--- src/rtl/hub75_rx.sv ---
// HUB75 panel receiver: column shift register, row latch and framebuffer write streamer.
// Optional `HUB75_RX_FRAME_CNT_EN adds a frame_cnt output counting row-31 -> row-0 latch wraps.
module hub75_rx #(
  parameter int COLS      = 64,
  parameter int COL_BITS  = 6,
  parameter int ADDR_BITS = 5
) (
  input  logic                 clk,
  input  logic                 rst,
  input  logic                 h75_clk,
  input  logic                 h75_lat,
  input  logic                 h75_oe,
  input  logic [ADDR_BITS-1:0] h75_addr,
  input  logic [5:0]           h75_rgb,
  output logic                 wr_en,
  output logic [ADDR_BITS-1:0] wr_row,
  output logic [COL_BITS-1:0]  wr_col,
  output logic [5:0]           wr_data,
  output logic                 display_on,
  output logic                 err_short,
  output logic                 err_long,
  output logic                 err_overrun,
  input  logic                 err_clr
`ifdef HUB75_RX_FRAME_CNT_EN
  ,
  output logic [15:0]          frame_cnt
`endif
);

  localparam int CNT_W = COL_BITS + 1;

  typedef enum logic {IDLE, DUMP} state_t;

  logic                 clk_p0, clk_p1, clk_p2;
  logic                 lat_p0, lat_p1, lat_p2;
  logic                 oe_p0, oe_p1;
  logic [ADDR_BITS-1:0] addr_p0, addr_p1;
  logic [5:0]           rgb_p0, rgb_p1;

  logic                 rise_clk, rise_lat;
  logic [5:0]           sr      [COLS];
  logic [5:0]           sr_nxt  [COLS];
  logic [5:0]           row_buf [COLS];
  logic [CNT_W-1:0]     col_cnt, col_cnt_nxt;
  logic [COL_BITS-1:0]  dump_col;
  state_t               state;

  // Stage p0/p1: two-flop synchroniser; p2: previous value for edge detection
  always_ff @(posedge clk) begin
    if (rst) begin
      clk_p0  <= 1'b0; clk_p1 <= 1'b0; clk_p2 <= 1'b0;
      lat_p0  <= 1'b0; lat_p1 <= 1'b0; lat_p2 <= 1'b0;
      oe_p0   <= 1'b0; oe_p1  <= 1'b0;
      addr_p0 <= '0;   addr_p1 <= '0;
      rgb_p0  <= '0;   rgb_p1  <= '0;
    end else begin
      clk_p0  <= h75_clk;  clk_p1  <= clk_p0;  clk_p2 <= clk_p1;
      lat_p0  <= h75_lat;  lat_p1  <= lat_p0;  lat_p2 <= lat_p1;
      oe_p0   <= h75_oe;   oe_p1   <= oe_p0;
      addr_p0 <= h75_addr; addr_p1 <= addr_p0;
      rgb_p0  <= h75_rgb;  rgb_p1  <= rgb_p0;
    end
  end

  assign rise_clk = clk_p1 & ~clk_p2;
  assign rise_lat = lat_p1 & ~lat_p2;

  // Shift happens before a coincident latch, so the latch sees the post-shift contents
  always_comb begin
    for (int i = 0; i < COLS; i++) sr_nxt[i] = sr[i];
    col_cnt_nxt = col_cnt;
    if (rise_clk) begin
      for (int i = 0; i < COLS - 1; i++) sr_nxt[i] = sr[i+1];
      sr_nxt[COLS-1] = rgb_p1;
      if (col_cnt != CNT_W'(COLS)) col_cnt_nxt = col_cnt + 1'b1;
    end
  end

  // Stage: shift register, row latch, dump FSM and registered write outputs
  always_ff @(posedge clk) begin
    if (rst) begin
      for (int i = 0; i < COLS; i++) begin
        sr[i]      <= '0;
        row_buf[i] <= '0;
      end
      col_cnt     <= '0;
      dump_col    <= '0;
      state       <= IDLE;
      wr_en       <= 1'b0;
      wr_row      <= '0;
      wr_col      <= '0;
      wr_data     <= '0;
      display_on  <= 1'b0;
      err_short   <= 1'b0;
      err_long    <= 1'b0;
      err_overrun <= 1'b0;
    end else begin
      for (int i = 0; i < COLS; i++) sr[i] <= sr_nxt[i];
      col_cnt    <= rise_lat ? '0 : col_cnt_nxt;
      display_on <= ~oe_p1;

      // Set has priority over clear
      err_long    <= (err_long & ~err_clr) | (rise_clk & (col_cnt == CNT_W'(COLS)));
      err_short   <= (err_short & ~err_clr) | (rise_lat & (col_cnt_nxt != CNT_W'(COLS)));
      err_overrun <= (err_overrun & ~err_clr) | (rise_lat & (state == DUMP));

      wr_en <= (state == DUMP);
      if (state == DUMP) begin
        wr_col  <= dump_col;
        wr_data <= row_buf[dump_col];
      end

      if (rise_lat) begin
        for (int i = 0; i < COLS; i++) row_buf[i] <= sr_nxt[i];
        wr_row   <= addr_p1;
        dump_col <= '0;
        state    <= DUMP;
      end else if (state == DUMP) begin
        if (dump_col == COL_BITS'(COLS - 1)) begin
          dump_col <= '0;
          state    <= IDLE;
        end else begin
          dump_col <= dump_col + 1'b1;
        end
      end
    end
  end

`ifdef HUB75_RX_FRAME_CNT_EN
  logic [ADDR_BITS-1:0] addr_hist;

  always_ff @(posedge clk) begin
    if (rst) begin
      addr_hist <= '0;
      frame_cnt <= '0;
    end else if (rise_lat) begin
      addr_hist <= addr_p1;
      if ((addr_p1 == '0) && (addr_hist == '1)) frame_cnt <= frame_cnt + 16'd1;
    end
  end
`endif

endmodule
--- config.mk ---
export PLATFORM = sky130hd
export DESIGN_NAME = hub75_rx
export DESIGN_NICKNAME = d
export VERILOG_FILES = /design/src/rtl/hub75_rx.sv
export SDC_FILE = /design/constraint.sdc
export NUM_CORES = 1
export LEC_CHECK = 0
export ABC_AREA = 1
export CAP_MARGIN = 25
export CELL_PAD_IN_SITES_DETAIL_PLACEMENT = 1
export CELL_PAD_IN_SITES_GLOBAL_PLACEMENT = 1
export CORE_ASPECT_RATIO = 0.8
export CORE_MARGIN = 5
export CORE_UTILIZATION = 49
export DETAILED_ROUTE_END_ITERATION = 16
export PLACE_DENSITY_LB_ADDON = 0.1
export SLEW_MARGIN = 20
export SYNTH_ARGS = -nofsm -noshare
export SYNTH_HDL_FRONTEND = slang
export SYNTH_SLANG_ARGS = --single-unit
--- constraint.sdc ---
create_clock -name clk -period 17.1 [get_ports clk]
set_clock_uncertainty 0.15 [all_clocks]
set_input_delay 3.42 -clock clk [delete_from_list [all_inputs] [get_ports clk]]
set_output_delay 3.42 -clock clk [all_outputs]
set_load 0.05 [all_outputs]
==> Word-level counts from Yosys, hierarchy flattened <==
Memories as Yosys holds them, arrays and structs flattened. A register that Yosys moved wholly into a read port is not among the register bits.
Index checks and enable logic that the tools add are counted.
{ "classes": {"addsub": 2, "n_eq_ne": 4, "n_mux": 141, "bitwise_logic": 143, "reduce_logical": 1} }
{ "op_table": {"columns": ["op", "n"], "rows": [
  ["$mux 6", 129],
  ["$mux 384", 1],
  ["$or 1x1->1", 131],
  ["$mux 7", 2],
  ["$ne 7x7->1 const B", 2],
  ["$mux 1", 9],
  ["$and 1x1->1", 8],
  ["$add 7x1->7 const B", 1],
  ["$eq 7x7->1 const B", 1],
  ["$add 6x1->6 const B", 1],
  ["$eq 6x6->1 const B", 1],
  ["$not 1->1", 4],
  ["$reduce_or 2->1", 1]
]} }
{ "totals": {"regBits": 60, "ramBits": 768, "input_bits": 17, "out_inout_bits": 22, "word_cells": 315, "memories": 2} }
{ "mem_list": {"columns": ["name", "words", "word_bits", "rd", "rd_ports_with_merged_regs", "write_ports", "line_no", "source"], "rows": [
  ["row_buf", 64, 6, 1, 1, 64, "43", "logic [5:0] row_buf [COLS];"],
  ["sr", 64, 6, 64, 0, 64, "41", "logic [5:0] sr [COLS];"]
]} }

==> Depth between registers and ports, before layout <==
Gate-level depths: netlist of the first run.
{ "logic_depth": {"ltp_word": 6, "ltp_mapped": 14, "mapped_depth_nobuf": 12} }

==> Worst setup path after synthesis of the first run <==
No wires, ideal clock.
{ "synth_timing": {"path_type": "input port to flip-flop", "from": "input rst", "to": "memory row_buf[0][0] (enable)", "setup_ns": 0.900, "arrival_time_ns": 14.348, "required_time_ns": 16.050, "setup_slack_ns": 1.703, "path_stages": 4, "n_path_buf": 2, "path_cell_list": "clkbuf_1 nor2_1 inv_1 clkbuf_1"} }
{ "synth_rtl": {"columns": ["item", "line_no", "source"], "rows": [
  ["start, declared", "9", "input logic rst,"],
  ["end, declared", "43", null]
]} }

==> results.cfg, run 1 <==
[critical_path]
worst_setup_path_end_kind = flop
required_ns = 17.26
cp-start-kind = primary input
worstPathMaxFanout = 115
crit_type = primary input to flop
arrival_ns = 8.08

[yosys]
synth_warnings = 0
synth_nets = 3450
yosysTopAreaCell = edfxtp_1
synth_area_leaders = edfxtp_1, dfxtp_1, nor2_1
syn_area_um2 = 32600
synth_edf_count = 384
ys_types = 31
async_flop_share_pct = 0
yosysSeqAreaShare_pct = 63.0
synthFlopType = dfxtp_1
yosysTopAreaCellShare_pct = 35.3
synth_cells = 3430
avgSynthCellArea_um2 = 9.51
ys_seq_elements = 834

[global_routing]
grt_antenna_before_repair = 1
track_usage_pct = 22.3
first_global_vias = 24600
grt_pass1_wl_um = 130000
grt_overflow_total = 0
grt_max_degree = 146

[sta]
hold_violations = 0
relSlewSlack_pct = 28.6
period_minus_slack_ns = 7.92
tns_ns = 0
worstMarginPinSlew_ns = 1.07
finalMaxSlewViolations = 0
max_clock_freq_ghz = 0.126
rsz0062_at_grt = false
period_share_pct = 46.3
setup_viol = 0

[clocking]
tritoncts = done
cts_root_buffer = clkbuf_16
post_cts_buffers = 0
htree_levels = 3
clkTransAtPathRegs_ns = 0.06
clock-sinks = 834
cts-hold-fix-buffers = 0
cts-resized-gates = 0
clockBufferDepth = 3
cts_made_buffers = 84
clk_latency_ns = 0.62

[power]
p_total_mw = 4.34
p_per_area_nw_per_um2 = 120
peakVddDrop_uv = 65.6
p_leak_nw = 15.4

[flow_run]
maxCapViolations = 0

[placed_design]
gp_congestion = 0.731
io_buffers = 38
dp.cells = 4142
dp_hpwl_um = 44500

[routing]
drt-total-wl_um = 80800
drc = 0
via_per_inst = 5.31
avgRoutedWirePerCell_um = 18.8
dr.first_iter.drc_count = 1199
ant_nets = 0
dr.pass1.iters = 5
dr_total_vias = 22900

[floorplan]
die_h_um = 241
placeableCoreArea_um2 = 65900
start_util_pct = 49.5
num_rows = 84
die_area_um2 = 71900
io_pins = 39
die_w_um = 298

[hold_path]
hold_path_class = flop to flop

[cells_and_area]
fin_cells = 4303
syn2layout_area_growth_pct = 11.1
drive_gt1_share_pct = 5.78
utilization_pct = 55.0
nets = 3393

[status]
status = finished, final reports clean
## critical path, cell delays in order
cell,delay [ns]
clkbuf_8,0.56
buf_4,0.69
buf_4,0.75
inv_4,0.35
nand2_4,0.43
buf_4,0.46
buf_16,0.31
buf_4,0.78
nor2_1,0.19
## worst paths after layout
path | from | endpoint | slack (ns) | cells after the start
max | rst | row_buf[27][2] | 9.18 | 9
max reg2reg | lat_p1 | row_buf[11][1] | 13.28 | 7
min reg2reg | oe_p1 | display_on | 0.23 | 1
min | oe_p1 | display_on | 0.23 | 1
## flip-flops by register name, indices dropped and copies added (netlist names), 6 cells and up
register  flops
rgb_p0        6
col_cnt       7
rgb_p1        6
sr          384
wr_col        6
wr_data       6
row_buf     384
dump_col      6
## synthesized netlist by cell type, drive strengths merged, types with 2 or more instances
library cell,n
nor2,882
nand2,539
dfxtp,450
edfxtp,384
inv,241
o21ai,225
mux2i,191
nand3,153
buf,121
clkbuf,96
a21oi,42
o211ai,36
nor3,26
or2,24
a22o,5
a211oi,3
ha,3
xor2,3
nand4,2
## cell usage in the layout, fill, tap and decap left out, types with 26 or more instances in the layout
master | netlist | routed
nor2_1 | 880 | 880
nand2_1 | 538 | 536
dfxtp_1 | 450 | 447
edfxtp_1 | 384 | 384
inv_1 | 238 | 235
o21ai_0 | 209 | 209
mux2i_1 | 191 | 191
nand3_1 | 153 | 153
clkbuf_16 | 0 | 89
a21oi_1 | 42 | 42
clkdlybuf4s50_1 | 0 | 37
o211ai_1 | 36 | 36
buf_4 | 25 | 31
clkbuf_1 | 96 | 29
nor3_1 | 26 | 26
## where the power goes
| group | internal (mW) | switching (mW) |
|---|---|---|
| sequential | 2.17 | 0.0316 |
| clock | 1.12 | 0.766 |
| combinational | 0.0724 | 0.172 |
## layer usage
metal,GRT usage (%),vias up,part of all wire (%)
li1,-,11000,-
met1,29.3,11400,47
met2,39.5,307,48
met3,3.61,118,3.3
met4,5.11,0,2.1
met5,0,-,0
## cells by family (layout without fill, tap and decap cells)
kind of cell	Yosys count	in the layout	share of synthesized area, %
flip-flops	834	834	63.0
buffers and inverters	458	470	6.10
other	0	1	0
AO/OA/AOI/OAI	314	314	5.20
multiplexers	191	191	5.86
AND/OR/NAND/NOR	1627	1627	19.7
adder cells (fa/ha/maj)	3	3	0.115
XOR/XNOR	3	3	0.0806
## stage by stage
step	area, um2	setup WS [ns]	hold WS (ns)
after floorplan	32600	1.70	0.213
after global placement	33300	8.49	0.214
after detailed placement	33300	8.32	0.226
after CTS	36100	8.95	0.235
after global routing	36200	8.87	0.251
final	36200	9.18	0.230
## area by class of cell
class,instances,area (um2)
Fill cell,7298,29700
Sequential cell,834,20500
Multi-Input combinational cell,2138,10100
Clock buffer,136,2580
Tap cell,860,1080
Inverter,241,922
Timing Repair Buffer,74,747
Clock inverter,19,246
Antenna cell,1,2.50
No activity file was read; power rests on OpenSTA's default activity.
==> inputs of run 2 (changes only) <==
==> constraint.sdc (replaced) <==
create_clock -name clk -period 8 [get_ports clk]
set_clock_uncertainty 0.15 [all_clocks]
set_input_delay 1.6 -clock clk [delete_from_list [all_inputs] [get_ports clk]]
set_output_delay 1.6 -clock clk [all_outputs]
set_load 0.05 [all_outputs]
==> results.cfg, run 2 (synthesis gave the netlist of run 1 again) <==
[routing]
dr.pass1.iters = 5
avgRoutedWirePerCell_um = 18.8
via_per_inst = 5.35
drc = 0
dr.first_iter.drc_count = 1495
drt-total-wl_um = 80800
dr_total_vias = 23000
ant_nets = 0

[power]
p_total_mw = 9.10
peakVddDrop_uv = 162
p_per_area_nw_per_um2 = 252
p_leak_nw = 15.3

[sta]
finalMaxSlewViolations = 0
rsz0062_at_grt = false
period_share_pct = 52.8
tns_ns = 0
relSlewSlack_pct = 28.0
hold_violations = 0
holdWs_ns = 0.237
max_clock_freq_ghz = 0.237
period_minus_slack_ns = 4.22
setup_viol = 0
worstMarginPinSlew_ns = 1.08

[critical_path]
path_cells = clkbuf_8 -> inv_4 -> nand2_4 -> buf_4 -> nor2_1
setup.worst_path.start = rst
slowest_stage = buf_4
critPathMaxStageDelay_ns = 0.84
worst_setup_path_end_kind = flop
arrival_ns = 4.40
worstPathMaxFanout = 90
reg2reg_to = wr_data[0]
required_ns = 8.17
crit_type = primary input to flop
r2r_slack_ns = 4.14
cp-start-kind = primary input
r2r_cells = 10
r2r-start = dump_col[1]

[placed_design]
gp_congestion = 0.740
dp_hpwl_um = 43600
io_buffers = 38
dpl-instance-area_um2 = 33300

[floorplan]
placeableCoreArea_um2 = 65900
start_util_pct = 49.5
die_w_um = 298
die_area_um2 = 71900
die_h_um = 241
io_pins = 39
num_rows = 84

[global_routing]
track_usage_pct = 22.4
first_global_vias = 24100
grt_antenna_before_repair = 0
grt_pass1_wl_um = 130000
grt_max_degree = 192
grt_overflow_total = 0

[clocking]
cts-resized-gates = 0
clockBufferDepth = 3
clkTransAtPathRegs_ns = 0.06
cts-hold-fix-buffers = 0
clk_latency_ns = 0.63
htree_levels = 3
clock-sinks = 834
cts_root_buffer = clkbuf_16
cts_made_buffers = 83
tritoncts = done
post_cts_buffers = 0

[cells_and_area]
utilization_pct = 54.7
fin_area_um2 = 36000
regArea_um2 = 20500
reg.largest.list = row_buf x384, sr x384, col_cnt x7
syn2layout_area_growth_pct = 10.5
drive_gt1_share_pct = 5.71
antenna_cells = 0
multi_input_area_um2 = 10100
fillers = 7315
final_common_cell = nor2_1
nets = 3384
final_cell_mix = nor2_1, nand2_1, dfxtp_1

[flow_run]
maxCapViolations = 0

[hold_path]
hold_depth = 1
hold_path_class = flop to flop
hold_end = display_on
hp-start = oe_p1

[status]
status = finished, final reports clean
==> run 2: cell types whose count changed in the layout (fill, tap and decap cells not counted), sizes merged <==
cell      before  now
diode          1    0
buf           36   28
clkinv        13   25
clkinvlp       1    2
bufinv         6    2
clkbuf       137  124
inv          240  242
==> run 2: cell type report <==
class                   instances  area share [%]
inverters                     241            2.56
clock buffers                 123            6.93
clock inverters                30           0.569
multi-input cells            2138            28.1
flip-flops and latches        834            57.0
repair buffers                 66            1.88
well taps                     860            2.99
==> run 2: worst max path at each step <==
| stage | to | slack, ns |
|---|---|---|
| floorplan | row_buf[0][0] | 0.36 |
| global placement | row_buf[22][5] | 3.26 |
| detailed placement | row_buf[23][0] | 3.13 |
| CTS | row_buf[10][0] | 3.78 |
| global route | row_buf[22][1] | 3.60 |
| finish | row_buf[10][0] | 3.78 |
==> run 2: per-layer routing <==
layer | vias up | track usage, % | share of wire [%]
met4 | 0 | 5.30 | 1.9
met3 | 106 | 3.36 | 3.7
met1 | 11500 | 30.2 | 47
met2 | 329 | 38.9 | 48
met5 | - | 0 | 0
li1 | 11000 | - | -
==> run 2: power breakdown <==
part / total (mW) / internal [mW] / leakage (nW) / switching, mW
Combinational: 0.524 / 0.154 / 6.33 / 0.370
Clock: 3.86 / 2.23 / 1.34 / 1.64
Sequential: 4.71 / 4.64 / 7.68 / 0.0679
Total: 9.10 / 7.02 / 15.3 / 2.07
==> run 2: per-stage QoR <==
step	cells	worst slack, ns
floorplan	3430	0.355
global placement	4137	3.26
detailed placement	4138	3.13
CTS	4291	3.78
global route	4292	3.60
finish	4292	3.78
==> run 2: critical path, delay by kind of cell <==
| kind | cells | cell delay, ns |
|---|---|---|
| buffers and inverters | 3 | 1.77 |
| and+or+nand+nor | 2 | 0.86 |
==> inputs of run 3 (changes only) <==
--- a/config.mk
+++ b/config.mk
@@ -11,7 +11,7 @@
 export CELL_PAD_IN_SITES_GLOBAL_PLACEMENT = 1
 export CORE_ASPECT_RATIO = 0.8
 export CORE_MARGIN = 5
-export CORE_UTILIZATION = 49
+export CORE_UTILIZATION = 44
 export DETAILED_ROUTE_END_ITERATION = 16
 export PLACE_DENSITY_LB_ADDON = 0.1
 export SLEW_MARGIN = 20
==> constraint.sdc (replaced) <==
create_clock -name clk -period 3.6 [get_ports clk]
set_clock_uncertainty 0.15 [all_clocks]
set_input_delay 0.72 -clock clk [delete_from_list [all_inputs] [get_ports clk]]
set_output_delay 0.72 -clock clk [all_outputs]
set_load 0.05 [all_outputs]
==> results.cfg, run 3 (synthesis gave the netlist of run 1 again) <==
[status]
status = finished, final reports clean

[clocking]
clock-sinks = 834
cts-hold-fix-buffers = 0
post_cts_buffers = 0
htree_levels = 3
tritoncts = done
clockBufferDepth = 3
cts-resized-gates = 0
cts_root_buffer = clkbuf_16
cts_made_buffers = 85
clk_latency_ns = 0.63
clkTransAtPathRegs_ns = 0.06

[global_routing]
grt_max_degree = 163
track_usage_pct = 20.7
grt_antenna_before_repair = 0
grt_pass1_wl_um = 132000
grt_overflow_total = 0
first_global_vias = 24300

[cells_and_area]
multi_input_area_um2 = 10100
final_common_cell = nor2_1
fillers = 8179
nets = 3424
regArea_um2 = 20500
final_cell_mix = nor2_1, nand2_1, dfxtp_1
utilization_pct = 49.9
antenna_cells = 0
drive_gt1_share_pct = 6.76
reg.largest.list = row_buf x384, sr x384, col_cnt x7
fin_area_um2 = 36800
syn2layout_area_growth_pct = 12.7
fin_cells = 4477

[critical_path]
path_cells = clkdlybuf4s50_1
required_ns = 2.73
critPathTopFamily = buffers and inverters
critical_path_buf_inv_count = 1
cp-start-kind = flop
critPathMaxStageDelay_ns = 0.88
arrival_ns = 2.02
worstPathMaxFanout = 2
slowest_stage = clkdlybuf4s50_1
worst_setup_path_end_kind = output port
crit_type = flop to output port

[floorplan]
start_util_pct = 44.3
io_pins = 39
num_rows = 89
die_h_um = 254
die_area_um2 = 79700
die_w_um = 314
placeableCoreArea_um2 = 73600

[routing]
dr_total_vias = 22900
via_per_inst = 5.12
avgRoutedWirePerCell_um = 18.3
drt-total-wl_um = 82000
dr.pass1.iters = 5
ant_nets = 0
wl_met3_um = 2750
drc = 0
dr.max_layer_used = met4
dr.first_iter.drc_count = 1365
dr_wl_met2_um = 38200
drt-met1-wl_um = 39300

[hold_path]
hold_path_class = flop to flop

[sta]
max_clock_freq_ghz = 0.347
period_minus_slack_ns = 2.89
worstMarginPinSlew_ns = 0.845
relSlewSlack_pct = 43.7
tns_ns = 0
finalMaxSlewViolations = 0
holdWs_ns = 0.226
period_share_pct = 80.1
setup_viol = 0
postLayoutSetupSlackWorst_ns = 0.715
rsz0062_at_grt = false
hold_violations = 0

[placed_design]
dp_hpwl_um = 47200
gp_congestion = 0.733
dpl-instance-area_um2 = 34000
dp_worst_setup_slack_ns = 0.740
io_buffers = 38
dp.cells = 4318

[power]
p_per_area_nw_per_um2 = 556
p_leak_nw = 15.6
p_total_mw = 20.4
peakVddDrop_uv = 435

[flow_run]
maxCapViolations = 0
-- run 3: cell count changes in the layout (fill, tap and decap cells not counted), sizes merged --
cell      delta
buf         +38
clkinv       +6
clkbuf       -5
bufinv       +2
inv          +2
clkinvlp     +1
-- run 3: where the power goes --
group	total, mW	switching, mW	internal [mW]
clock	8.76	3.70	5.06
combinational	1.21	0.835	0.373
sequential	10.5	0.147	10.3
total	20.4	4.68	15.7
-- run 3: area by class of cell --
class	count	share of cell area, %
Inverter	241	2.50
Clock inverter	41	0.875
Tap cell	1001	3.41
Timing Repair Buffer	104	3.14
Multi-Input combinational cell	2138	27.5
Sequential cell	834	55.9
Clock buffer	118	6.68
-- run 3: path summary, 6_finish.rpt --
check,from,endpoint,slack [ns],cells past startpoint
setup / recovery,wr_data[0],wr_data[0],0.71,1
hold / removal,oe_p1,display_on,0.23,1
setup reg to reg,dump_col[0],wr_data[2],0.77,11
hold reg to reg,oe_p1,display_on,0.23,1
-- run 3: layer usage --
layer  vias up  global-route usage (%)
met4         0                    4.94
met2       268                    34.7
met1     11400                    28.4
li1      11100                       -
met3       118                    3.35
met5         -                       0
